$ cat src/rtl/pipe_adder_pkg.sv
`default_nettype none
// ============================================================================
// pipe_adder_pkg : shared defaults and stage-count helper for pipe_adder
// Revision 1.0
// ============================================================================
package pipe_adder_pkg;

    localparam int unsigned c_DEF_WIDTH = 32;
    localparam int unsigned c_DEF_SEG_W = 8;

    function automatic int unsigned calc_nseg(input int unsigned width,
                                              input int unsigned seg_w);
        return width / seg_w;
    endfunction

endpackage
`default_nettype wire

$ cat src/rtl/add_seg_stage.sv
`default_nettype none
// ============================================================================
// add_seg_stage : one SEG_W-bit ripple segment with registered sum/carry/valid
// Revision 1.0
// ============================================================================
module add_seg_stage #(
    parameter int unsigned SEG_W = 8
) (
    input  logic             clk,
    input  logic             rst,
    input  logic             adv_i,
    input  logic             valid_i,
    input  logic [SEG_W-1:0] a_i,
    input  logic [SEG_W-1:0] b_i,
    input  logic             carry_i,
    output logic             valid_o,
    output logic [SEG_W-1:0] sum_o,
    output logic             carry_o,
    output logic             ovf_o
);

    logic [SEG_W:0]   w_raw;
    logic             w_valid_d, w_carry_d, w_ovf_d;
    logic [SEG_W-1:0] w_sum_d;
    logic             r_valid_q, r_carry_q, r_ovf_q;
    logic [SEG_W-1:0] r_sum_q;

    // Bubbles carry all-zero data so idle operand buses never reach the outputs.
    always_comb begin
        w_raw     = {1'b0, a_i} + {1'b0, b_i} + {{SEG_W{1'b0}}, carry_i};
        w_valid_d = valid_i;
        w_sum_d   = '0;
        w_carry_d = 1'b0;
        w_ovf_d   = 1'b0;
        if (valid_i) begin
            w_sum_d   = w_raw[SEG_W-1:0];
            w_carry_d = w_raw[SEG_W];
            w_ovf_d   = (a_i[SEG_W-1] ^ b_i[SEG_W-1] ^ w_raw[SEG_W-1]) ^ w_raw[SEG_W];
        end
    end

    always_ff @(posedge clk or posedge rst) begin
        if (rst) begin
            r_valid_q <= 1'b0;
            r_sum_q   <= '0;
            r_carry_q <= 1'b0;
            r_ovf_q   <= 1'b0;
        end else if (adv_i) begin
            r_valid_q <= w_valid_d;
            r_sum_q   <= w_sum_d;
            r_carry_q <= w_carry_d;
            r_ovf_q   <= w_ovf_d;
        end
    end

    assign valid_o = r_valid_q;
    assign sum_o   = r_sum_q;
    assign carry_o = r_carry_q;
    assign ovf_o   = r_ovf_q;

endmodule
`default_nettype wire

$ cat src/rtl/pipe_adder.sv
`default_nettype none
// ============================================================================
// pipe_adder : segmented pipelined add/subtract with ready/valid handshake
// Revision 1.0
// ============================================================================
module pipe_adder
    import pipe_adder_pkg::*;
#(
    parameter int unsigned WIDTH = c_DEF_WIDTH,
    parameter int unsigned SEG_W = c_DEF_SEG_W
) (
    input  logic             clk,
    input  logic             rst,
    input  logic             in_valid,
    output logic             in_ready,
    input  logic [WIDTH-1:0] a,
    input  logic [WIDTH-1:0] b,
    input  logic             ci,
    input  logic             sub,
    output logic             out_valid,
    input  logic             out_ready,
    output logic [WIDTH-1:0] sum,
    output logic             co,
    output logic             ovf
);

    localparam int unsigned c_NSEG = calc_nseg(WIDTH, SEG_W);

    generate
        if ((WIDTH % SEG_W) != 0) begin : g_bad_split
            $error("pipe_adder: WIDTH must be an integer multiple of SEG_W");
        end
    endgenerate

    logic              w_adv;
    logic [WIDTH-1:0]  w_b_eff;
    logic              w_ci_eff;
    logic [WIDTH-1:0]  w_opa   [c_NSEG];
    logic [WIDTH-1:0]  w_opb   [c_NSEG];
    logic [WIDTH-1:0]  r_opa_q [c_NSEG];
    logic [WIDTH-1:0]  r_opb_q [c_NSEG];
    logic [WIDTH-1:0]  r_low_q [c_NSEG];
    logic [WIDTH-1:0]  w_res   [c_NSEG];
    logic [SEG_W-1:0]  w_seg   [c_NSEG];
    logic [c_NSEG-1:0] w_vld, w_cry, w_ovf;
    logic              w_unused;

    assign w_adv    = !out_valid || out_ready;
    assign in_ready = w_adv;
    assign w_b_eff  = sub ? ~b : b;
    assign w_ci_eff = ci ^ sub;

    generate
        for (genvar k = 0; k < int'(c_NSEG); k++) begin : g_stage
            logic w_vin, w_cin;

            if (k == 0) begin : g_first
                assign w_opa[k] = a;
                assign w_opb[k] = w_b_eff;
                assign w_vin    = in_valid;
                assign w_cin    = w_ci_eff;
            end else begin : g_next
                assign w_opa[k] = r_opa_q[k-1];
                assign w_opb[k] = r_opb_q[k-1];
                assign w_vin    = w_vld[k-1];
                assign w_cin    = w_cry[k-1];
            end

            add_seg_stage #(
                .SEG_W (SEG_W)
            ) u_seg (
                .clk     (clk),
                .rst     (rst),
                .adv_i   (w_adv),
                .valid_i (w_vin),
                .a_i     (w_opa[k][k*SEG_W +: SEG_W]),
                .b_i     (w_opb[k][k*SEG_W +: SEG_W]),
                .carry_i (w_cin),
                .valid_o (w_vld[k]),
                .sum_o   (w_seg[k]),
                .carry_o (w_cry[k]),
                .ovf_o   (w_ovf[k])
            );

            // r_low_q[k] only ever holds bits below segment k, so OR merges cleanly.
            assign w_res[k] = r_low_q[k] | (WIDTH'(w_seg[k]) << (k*SEG_W));
        end
    endgenerate

    // Operand skew chain and result de-skew chain, advancing in lockstep with the stages.
    always_ff @(posedge clk or posedge rst) begin
        if (rst) begin
            for (int k = 0; k < int'(c_NSEG); k++) begin
                r_opa_q[k] <= '0;
                r_opb_q[k] <= '0;
                r_low_q[k] <= '0;
            end
        end else if (w_adv) begin
            r_low_q[0] <= '0;
            for (int k = 0; k < int'(c_NSEG); k++) begin
                r_opa_q[k] <= w_opa[k];
                r_opb_q[k] <= w_opb[k];
            end
            for (int k = 1; k < int'(c_NSEG); k++) begin
                r_low_q[k] <= w_res[k-1];
            end
        end
    end

    assign out_valid = w_vld[c_NSEG-1];
    assign sum       = w_res[c_NSEG-1];
    assign co        = w_cry[c_NSEG-1];
    assign ovf       = w_ovf[c_NSEG-1];

    // The last skew stage and the inner-segment overflow flags have no consumer.
    assign w_unused = ^{r_opa_q[c_NSEG-1], r_opb_q[c_NSEG-1], w_ovf};

endmodule
`default_nettype wire

$ cat config.mk
export PLATFORM = sky130hd
export DESIGN_NAME = pipe_adder
export DESIGN_NICKNAME = d
export VERILOG_FILES = /design/src/rtl/pipe_adder_pkg.sv /design/src/rtl/add_seg_stage.sv /design/src/rtl/pipe_adder.sv
export SDC_FILE = /design/constraint.sdc
export NUM_CORES = 1
export LEC_CHECK = 0
export CAP_MARGIN = 10
export CORE_AREA = 4 4 141 143
export CTS_BUF_LIST = sky130_fd_sc_hd__clkbuf_4 sky130_fd_sc_hd__clkbuf_8
export DETAILED_ROUTE_END_ITERATION = 16
export DIE_AREA = 0 0 145 147
export PLACE_DENSITY = 0.75
export REMOVE_ABC_BUFFERS = 1
export SLEW_MARGIN = 0
export SYNTH_ARGS = -nofsm -noshare
export SYNTH_HDL_FRONTEND = slang
export SYNTH_SLANG_ARGS = --single-unit
$ cat constraint.sdc
create_clock -name clk -period 9.6 [get_ports clk]
set_input_delay 2.4 -clock clk [delete_from_list [all_inputs] [get_ports clk]]
set_output_delay 2.4 -clock clk [all_outputs]
set_load 0.05 [all_outputs]
==> impl_metrics.env, run 1 <==
export IMPL_numCtsBuffers=17
export IMPL_clock_latency_ps=460
export IMPL_start_util=0.464
export IMPL_p_comb_frac=0.417
export IMPL_timing_rr_start="g_stage[2].u_seg.carry_o$_DFFE_PP0P_"
export IMPL_worstSetupPathType="in -> out"
export IMPL_dp_hpwl_mm=10.8
export IMPL_synth_seq_cells=185
export IMPL_finalMaxSlewViolations=0
export IMPL_first_global_vias=5892
export IMPL_io_pins=106
export IMPL_hold_class="reg -> reg"
export IMPL_htreeDepth=4
export IMPL_worst_pin_slew_ps=992
export IMPL_viasPerCell=4.88
export IMPL_hold_buffers=0
export IMPL_yosys_top_cells_count="nand2_1, dfrtp_1, o21ai_0, ha_1, xnor2_1"
export IMPL_maxCapViolations=0
export IMPL_rsz0062_at_grt="false"
export IMPL_synthFlopType="dfrtp_1"
export IMPL_antenna_found_initial=1
export IMPL_grt_pass1_wl_mm=27.8
export IMPL_cts_setup_buffers=0
export IMPL_final_hold_viol_count=0
export IMPL_wl_per_cell_um=12.9
export IMPL_outcome="finished, final reports clean"
export IMPL_cpLargestDelayFamily="buffers and inverters"
export IMPL_track_usage=0.157
export IMPL_cts_path_max_buffers=2
export IMPL_crit_chain="clkdlybuf4s50_1 > nor2b_4 > inv_4 > clkdlybuf4s50_1"
export IMPL_r2r_slack_ps=7160
export IMPL_wirelength_mm=16.2
export IMPL_ys_warn_count=0
export IMPL_crit_top_cell="clkdlybuf4s50_1"
export IMPL_avgSynthCellArea_um2=9.09
export IMPL_initialDrtViolationCount=326
export IMPL_async_flop_share=1.00
export IMPL_ys_types=46
export IMPL_yosysMostFrequentCell="nand2_1"
export IMPL_power_share_clock=0.175
export IMPL_clkSinkCount=185
export IMPL_antenna_left=0
export IMPL_cts_tree="built"
export IMPL_std_cell_rows=50
export IMPL_setup_violations=0
export IMPL_crit_path_end_kind="output port"
export IMPL_internal_power_mw=1.82
export IMPL_die_y_um=147
export IMPL_post_dp_cell_area_um2=9660
export IMPL_endpoint="in_ready"
export IMPL_dpl_cell_count=1226
export IMPL_cts_resized_gates=0
export IMPL_slew_headroom=0.339
export IMPL_slowest_stage="clkdlybuf4s50_1"
export IMPL_dr_pass1_iters=4
export IMPL_drive_gt1_frac=0.0439
export IMPL_path_clk_slew_ps=110
export IMPL_worst_ep_arrival_time_ps=4540
export IMPL_period_share=0.723
export IMPL_num_vias=6138
export IMPL_syn_cell_area_um2=8620
export IMPL_gp_congestion=0.797
export IMPL_cts_root_buf="clkbuf_8"
export IMPL_dieArea_um2=21300
export IMPL_seq_area_frac_synth=0.537
export IMPL_powerDensity_nw_per_um2=303
export IMPL_area_delta_synth_final_pct=16.8
export IMPL_swShare=0.404
export IMPL_synth_area_leaders="dfrtp_1, nand2_1, ha_1, xnor2_1, o21ai_0"
export IMPL_grt_max_degree=106
export IMPL_yosysTopAreaCell="dfrtp_1"
export IMPL_cellLeakagePower_nw=4.98
export IMPL_portBuffers=105
export IMPL_synth_top_cell_area_share=0.537
export IMPL_die_w_um=145
export IMPL_cp_start_kind="primary input"
export IMPL_max_clock_freq_ghz=0.144
export IMPL_min_period_ps=6940
export IMPL_final_cells=1259
export IMPL_final_nets=1117
export IMPL_path_max_fanout=43
export IMPL_path_depth=4
export IMPL_cp_startpoint="out_ready"
export IMPL_synth_edf_count=0
export IMPL_crit_required_ps=7200
export IMPL_cp_slowest_stage_delay_ps=800
export IMPL_reg2regPathDepth=8
export IMPL_coreArea_um2=18600
export IMPL_clock_skew_ps=17.4
export IMPL_final_area_um2=10100
export IMPL_path_buf_inv=3
export IMPL_drc=0
export IMPL_max_vdd_ir_drop_v=0.000151
export IMPL_grt_overflow_total=0
export IMPL_p_sw_mw=1.23
export IMPL_p_seq_frac=0.409
export IMPL_reg2reg_to="g_stage[3].u_seg.sum_o[6]$_DFFE_PP0P_"
export IMPL_syn_inst=949
-- cells in the final DEF (no fill, tap or decap), types with 3 or more instances in the layout --
cell,synthesis,routed
a21o_1,7,7
o21ai_1,10,10
dfrtp_1,185,185
inv_6,0,4
a21oi_1,11,11
inv_1,18,17
a211oi_1,4,4
a31oi_1,4,4
nor3_1,4,4
buf_4,24,6
xor2_1,17,17
nor2b_1,5,4
clkdlybuf4s50_1,0,104
o21ai_0,40,40
nand2_1,434,434
fa_1,8,8
xnor2_1,26,26
nand3_1,7,7
ha_1,28,28
nor2_1,7,7
o31a_1,3,3
and2_1,5,5
o211ai_1,3,3
o21a_1,6,6
o31ai_1,14,14
o41ai_1,7,7
clkbuf_8,0,19
-- power by group through the flow --
stage	registers [mW]	clock network (mW)	logic, mW
2_1_floorplan	1.41	0	0.804
3_3_place_gp	1.25	0	1.25
3_5_place_dp	1.27	0	1.28
4_1_cts	1.25	0.549	1.29
5_1_grt	1.29	0.584	1.43
6_report	1.25	0.534	1.27
-- cell families after synthesis --
| kind of cell | after synthesis | share of synthesized area |
|---|---|---|
| AO/OA/AOI/OAI | 124 | 0.0932 |
| XOR/XNOR | 43 | 0.0437 |
| adder cells (fa/ha/maj) | 36 | 0.0592 |
| buffers and inverters | 87 | 0.0505 |
| flip-flops | 185 | 0.537 |
| multiplexers | 2 | 0.00232 |
| AND/OR/NAND/NOR | 472 | 0.214 |
-- worst min path at each step --
| stage | startpoint | end | slack (ps) | depth (start not counted) |
|---|---|---|---|---|
| 2_1_floorplan | g_stage[0].u_seg.sum_o[0]$_DFFE_PP0P_ | g_stage[0].u_seg.sum_o[0]$_DFFE_PP0P_ | 440 | 2 |
| 4_1_cts | r_opb_q[116]$_DFFE_PP0P_ | r_opb_q[84]$_DFFE_PP0P_ | 480 | 2 |
| 3_3_place_gp | r_low_q[45]$_DFFE_PP0P_ | r_low_q[45]$_DFFE_PP0P_ | 450 | 2 |
| 3_5_place_dp | r_low_q[70]$_DFFE_PP0P_ | r_low_q[70]$_DFFE_PP0P_ | 460 | 2 |
| 6_report | r_opb_q[116]$_DFFE_PP0P_ | r_opb_q[84]$_DFFE_PP0P_ | 470 | 2 |
| 5_1_grt | r_opb_q[116]$_DFFE_PP0P_ | r_opb_q[84]$_DFFE_PP0P_ | 470 | 2 |
-- through the flow --
stage           util  hold slack, ps  TNS, ps  power (mW)  worst slack (ps)
3_5_place_dp   0.520             455        0        2.55              2620
5_1_grt        0.542             472        0        3.31              2510
6_report       0.542             467        0        3.05              2660
4_1_cts        0.542             475        0        3.09              2610
2_1_floorplan      -             439  -699260        2.22             -6460
3_3_place_gp   0.520             449        0        2.50              2620
-- worst reg2reg max path: stages, from the launching register on --
cell     delay (ps)
dfrtp_1         430
fa_1            490
inv_1           110
fa_1            250
nor2b_4          60
o31a_1          280
o21a_1          190
or3_1           300
a41o_1          230
-- per-layer routing --
metal | global-route usage | part of all wire | vias up | wire length, µm
met3 | 0.0364 | 0.044 | 22 | 707
met1 | 0.206 | 0.45 | 2832 | 7330
met5 | 0 | 0 | - | 0
met4 | 0.0556 | 0.019 | 0 | 305
met2 | 0.258 | 0.49 | 128 | 7880
li1 | - | - | 3156 | -
-- registers in the layout, summed over array words and instances (netlist names) --
name / count
g_stage.u_seg.ovf_o: 1
g_stage.u_seg.sum_o: 32
g_stage.u_seg.carry_o: 4
g_stage.u_seg.valid_o: 4
r_opb_q: 48
r_opa_q: 48
r_low_q: 48
-- layout make-up --
type | instances | area (µm²)
sequential | 185 | 4630
clock buffer | 20 | 269
clock inverter | 12 | 138
antenna | 1 | 2.50
tap | 234 | 293
multi-input combinational | 677 | 3570
timing repair buffer | 111 | 1090
inverter | 19 | 81.3
fill | 1673 | 8510
Note: power is estimated with default switching activity, not from simulation.
==> run 2: changes to the inputs <==
==> constraint.sdc (replaced) <==
create_clock -name clk -period 6.6 [get_ports clk]
set_input_delay 1.65 -clock clk [delete_from_list [all_inputs] [get_ports clk]]
set_output_delay 1.65 -clock clk [all_outputs]
set_load 0.05 [all_outputs]
==> impl_metrics.env, run 2 (synthesized netlist as in run 1, its figures left out) <==
export IMPL_setup_tns_ps=0
export IMPL_power_mw=4.55
export IMPL_die_w_um=145
export IMPL_htreeDepth=4
export IMPL_worstSetupPathType="in -> out"
export IMPL_start_util=0.464
export IMPL_setup_violations=0
export IMPL_period_share=0.770
export IMPL_grt_overflow_total=0
export IMPL_antenna_found_initial=1
export IMPL_rsz0062_at_grt="false"
export IMPL_finalMaxSlewViolations=0
export IMPL_slew_headroom=0.289
export IMPL_dp_hpwl_mm=10.3
export IMPL_cp_startpoint="out_ready"
export IMPL_cts_setup_buffers=0
export IMPL_worst_pin_slew_ps=1070
export IMPL_viasPerCell=4.91
export IMPL_clock_latency_ps=460
export IMPL_drive_gt1_frac=0.0421
export IMPL_first_global_vias=5813
export IMPL_grt_max_degree=151
export IMPL_path_max_fanout=32
export IMPL_antenna_left=0
export IMPL_cellLeakagePower_nw=5.00
export IMPL_top_regs="r_low_q (48), r_opa_q (48), r_opb_q (48)"
export IMPL_dieArea_um2=21300
export IMPL_final_nets=1115
export IMPL_gp_congestion=0.822
export IMPL_portBuffers=105
export IMPL_powerDensity_nw_per_um2=449
export IMPL_num_vias=6168
export IMPL_r2r_slack_ps=4150
export IMPL_hold_buffers=0
export IMPL_track_usage=0.154
export IMPL_initialDrtViolationCount=289
export IMPL_die_y_um=147
export IMPL_max_clock_freq_ghz=0.197
export IMPL_final_common_cell="nand2_1"
export IMPL_area_delta_synth_final_pct=17.5
export IMPL_cts_root_buf="clkbuf_8"
export IMPL_cts_path_max_buffers=2
export IMPL_final_hold_viol_count=0
export IMPL_worst_ep_arrival_time_ps=3440
export IMPL_crit_path_end_kind="output port"
export IMPL_cts_tree="built"
export IMPL_layout_common_cells="nand2_1, dfrtp_1, clkdlybuf4s50_1"
export IMPL_clock_skew_ps=11.1
export IMPL_max_vdd_ir_drop_v=0.000183
export IMPL_crit_required_ps=4950
export IMPL_coreArea_um2=18600
export IMPL_wirelength_mm=16.0
export IMPL_clkSinkCount=185
export IMPL_hold_class="reg -> reg"
export IMPL_io_pins=106
export IMPL_std_cell_rows=50
export IMPL_path_clk_slew_ps=90
export IMPL_cp_start_kind="primary input"
export IMPL_min_period_ps=5090
export IMPL_outcome="finished, final reports clean"
export IMPL_grt_pass1_wl_mm=27.3
export IMPL_drc=0
export IMPL_numCtsBuffers=17
export IMPL_holdCritStartpoint="r_low_q[35]$_DFFE_PP0P_"
export IMPL_timing_rr_start="g_stage[2].u_seg.carry_o$_DFFE_PP0P_"
export IMPL_maxCapViolations=0
export IMPL_dr_pass1_iters=6
export IMPL_cts_resized_gates=0
export IMPL_wl_per_cell_um=12.7
## run 2: report_power, final
part / internal (mW) / switching [mW] / leakage, nW
clock network: 0.461 / 0.422 / 0.231
logic: 0.718 / 1.14 / 2.45
registers: 1.57 / 0.244 / 2.32
total: 2.75 / 1.80 / 5.00
## run 2: per-stage QoR
| step | setup WS, ps | util | std cells | instance area, µm² | hold slack, ps |
|---|---|---|---|---|---|
| final | 1510 | 0.545 | 1257 | 10100 | 470 |
| after CTS | 1500 | 0.545 | 1256 | 10100 | 476 |
| after detailed placement | 1500 | 0.520 | 1224 | 9660 | 455 |
| after floorplan | -7960 | - | 881 | 8260 | 439 |
| after global routing | 1380 | 0.545 | 1257 | 10100 | 486 |
| after global placement | 1490 | 0.520 | 1224 | 9660 | 448 |
## run 2: final timing paths
| path | to | cells after the start |
|---|---|---|
| max | in_ready | 4 |
| min | r_low_q[35]$_DFFE_PP0P_ | 2 |
| max reg2reg | g_stage[3].u_seg.sum_o[6]$_DFFE_PP0P_ | 8 |
| min reg2reg | r_low_q[35]$_DFFE_PP0P_ | 2 |
| max in group asynchronous | g_stage[1].u_seg.sum_o[5]$_DFFE_PP0P_ | 3 |
| min in group asynchronous | r_opb_q[124]$_DFFE_PP0P_ | 2 |
## run 2: layout make-up
cell class | instances | area (µm²)
antenna | 1 | 2.50
clock buffer | 17 | 234
clock inverter | 15 | 238
fill | 1665 | 8450
inverter | 19 | 81.3
multi-input combinational | 677 | 3570
sequential | 185 | 4630
tap | 234 | 293
timing repair buffer | 109 | 1090
## run 2: critical path, stage by stage
cell and delay, ps:
clkdlybuf4s50_1 440, nor2b_4 550, inv_4 60, clkdlybuf4s50_1 720
## run 2: layer usage
layer / share of wire / vias to the layer above / GRT usage
met3: 0.038 / 18 / 0.0327
met5: 0 / - / 0
met4: 0.020 / 0 / 0.0608
met2: 0.49 / 109 / 0.258
li1: - / 3153 / -
met1: 0.45 / 2888 / 0.198
==> run 3: changes to the inputs <==
--- a/config.mk
+++ b/config.mk
@@ -10,7 +10,7 @@
 export CTS_BUF_LIST = sky130_fd_sc_hd__clkbuf_4 sky130_fd_sc_hd__clkbuf_8
 export DETAILED_ROUTE_END_ITERATION = 16
 export DIE_AREA = 0 0 145 147
-export PLACE_DENSITY = 0.75
+export PLACE_DENSITY = 0.78
 export REMOVE_ABC_BUFFERS = 1
 export SLEW_MARGIN = 0
 export SYNTH_ARGS = -nofsm -noshare
==> constraint.sdc (replaced) <==
create_clock -name clk -period 4.5 [get_ports clk]
set_input_delay 1.125 -clock clk [delete_from_list [all_inputs] [get_ports clk]]
set_output_delay 1.125 -clock clk [all_outputs]
set_load 0.05 [all_outputs]
==> impl_metrics.env, run 3 (synthesized netlist as in run 1, its figures left out) <==
export IMPL_outcome="finished, final reports clean"
export IMPL_std_cell_rows=50
export IMPL_grt_max_degree=219
export IMPL_final_common_cell="nand2_1"
export IMPL_wirelength_mm=16.7
export IMPL_holdPathEnd="r_low_q[14]$_DFFE_PP0P_"
export IMPL_die_y_um=147
export IMPL_power_mw=6.71
export IMPL_drc=0
export IMPL_maxCapViolations=0
export IMPL_worst_ep_arrival_time_ps=3560
export IMPL_clock_latency_ps=460
export IMPL_holdWs_ps=468
export IMPL_area_delta_synth_final_pct=17.9
export IMPL_finalMaxSlewViolations=0
export IMPL_post_dp_cell_area_um2=9700
export IMPL_numCtsBuffers=17
export IMPL_final_area_um2=10200
export IMPL_wl_per_cell_um=13.3
export IMPL_portBuffers=105
export IMPL_min_period_ps=3190
export IMPL_crit_required_ps=4870
export IMPL_cts_root_buf="clkbuf_8"
export IMPL_slew_headroom=0.427
export IMPL_setup_violations=0
export IMPL_hold_buffers=0
export IMPL_clkSinkCount=185
export IMPL_antenna_left=0
export IMPL_path_clk_slew_ps=100
export IMPL_dieArea_um2=21300
export IMPL_initialDrtViolationCount=364
export IMPL_powerDensity_nw_per_um2=660
export IMPL_cellLeakagePower_nw=5.02
export IMPL_holdCritStartpoint="r_low_q[14]$_DFFE_PP0P_"
export IMPL_rsz0062_at_grt="false"
export IMPL_cts_tree="built"
export IMPL_num_vias=6257
export IMPL_final_cells=1257
export IMPL_r2r_slack_ps=2080
export IMPL_start_util=0.464
export IMPL_viasPerCell=4.98
export IMPL_drive_gt1_frac=0.0440
export IMPL_crit_path_end_kind="flip-flop"
export IMPL_reg2regPathDepth=8
export IMPL_reg2reg_to="g_stage[3].u_seg.sum_o[6]$_DFFE_PP0P_"
export IMPL_coreArea_um2=18600
export IMPL_grt_overflow_total=0
export IMPL_worstSetupPathType="in -> reg"
export IMPL_final_hold_viol_count=0
export IMPL_dr_pass1_iters=5
export IMPL_cp_start_kind="primary input"
export IMPL_cts_setup_buffers=0
export IMPL_grt_pass1_wl_mm=28.5
export IMPL_path_max_fanout=17
export IMPL_track_usage=0.161
export IMPL_clock_skew_ps=13.4
export IMPL_die_w_um=145
export IMPL_antenna_found_initial=0
export IMPL_layout_common_cells="nand2_1, dfrtp_1, clkdlybuf4s50_1"
export IMPL_dpl_cell_count=1225
export IMPL_insertedDiodeCount=0
export IMPL_io_pins=106
export IMPL_max_vdd_ir_drop_v=0.000247
export IMPL_cts_path_max_buffers=2
export IMPL_dp_hpwl_mm=10.7
export IMPL_period_share=0.709
export IMPL_worstHoldPathCells=2
export IMPL_final_nets=1116
export IMPL_htreeDepth=4
export IMPL_max_clock_freq_ghz=0.314
export IMPL_first_global_vias=6013
export IMPL_hold_class="reg -> reg"
export IMPL_worst_pin_slew_ps=860
export IMPL_cts_resized_gates=0
export IMPL_top_regs="r_low_q (48), r_opa_q (48), r_opb_q (48)"
export IMPL_gp_congestion=0.799
export IMPL_timing_rr_start="g_stage[2].u_seg.carry_o$_DFFE_PP0P_"
[run 3: cell types whose count changed in the layout (fill, tap and decap cells not counted)]
cell / change
diode_2: -1
clkinvlp_4: +1
clkinv_2: +1
inv_6: -4
clkdlybuf4s50_1: -1
clkbuf_8: +1
buf_12: +3
clkbuf_4: +1
buf_4: -1
[run 3: metrics by stage]
| stage | util | worst slack, ps | setup TNS [ps] |
|---|---|---|---|
| 2_1_floorplan | - | -9010 | -1715380 |
| 5_1_grt | 0.547 | 1180 | 0 |
| 6_report | 0.547 | 1310 | 0 |
| 4_1_cts | 0.547 | 1330 | 0 |
| 3_5_place_dp | 0.522 | 812 | 0 |
| 3_3_place_gp | 0.522 | 858 | 0 |
[run 3: how the worst max path moves through the flow]
stage,cells after the start,from,to,slack (ps)
floorplan,2,out_ready,in_ready,-9010
CTS,9,sub,g_stage[0].u_seg.sum_o[6]$_DFFE_PP0P_,1330
global route,9,sub,g_stage[0].u_seg.sum_o[6]$_DFFE_PP0P_,1180
detailed placement,9,sub,g_stage[0].u_seg.sum_o[6]$_DFFE_PP0P_,810
global placement,9,sub,g_stage[0].u_seg.sum_o[6]$_DFFE_PP0P_,860
finish,9,sub,g_stage[0].u_seg.sum_o[6]$_DFFE_PP0P_,1310
[run 3: area by class of cell]
| cell class | count | area [µm²] |
|---|---|---|
| fill | 1687 | 8410 |
| sequential | 185 | 4630 |
| multi-input combinational | 677 | 3570 |
| timing repair buffer | 110 | 1130 |
| tap | 234 | 293 |
| clock buffer | 19 | 255 |
| clock inverter | 13 | 215 |
| inverter | 19 | 81.3 |
[run 3: worst max-delay path, cell delays in order]
cell	delay [ps]
buf_2	440
xor2_1	170
fa_1	450
fa_1	430
a21o_1	190
a21oi_1	230
o211ai_1	170
xnor2_1	150
o31ai_1	180
[run 3: layer usage]
metal / part of all wire / GRT usage / vias to the layer above
met2: 0.48 / 0.263 / 128
met4: 0.021 / 0.0627 / 0
li1: - / - / 3155
met5: 0 / 0 / -
met3: 0.038 / 0.0358 / 28
met1: 0.46 / 0.211 / 2946
[run 3: report_power, final]
| group | leakage, nW | switching [mW] | internal, mW |
|---|---|---|---|
| clock network | 0.228 | 0.605 | 0.689 |
| logic | 2.46 | 1.69 | 1.06 |
| registers | 2.32 | 0.359 | 2.30 |
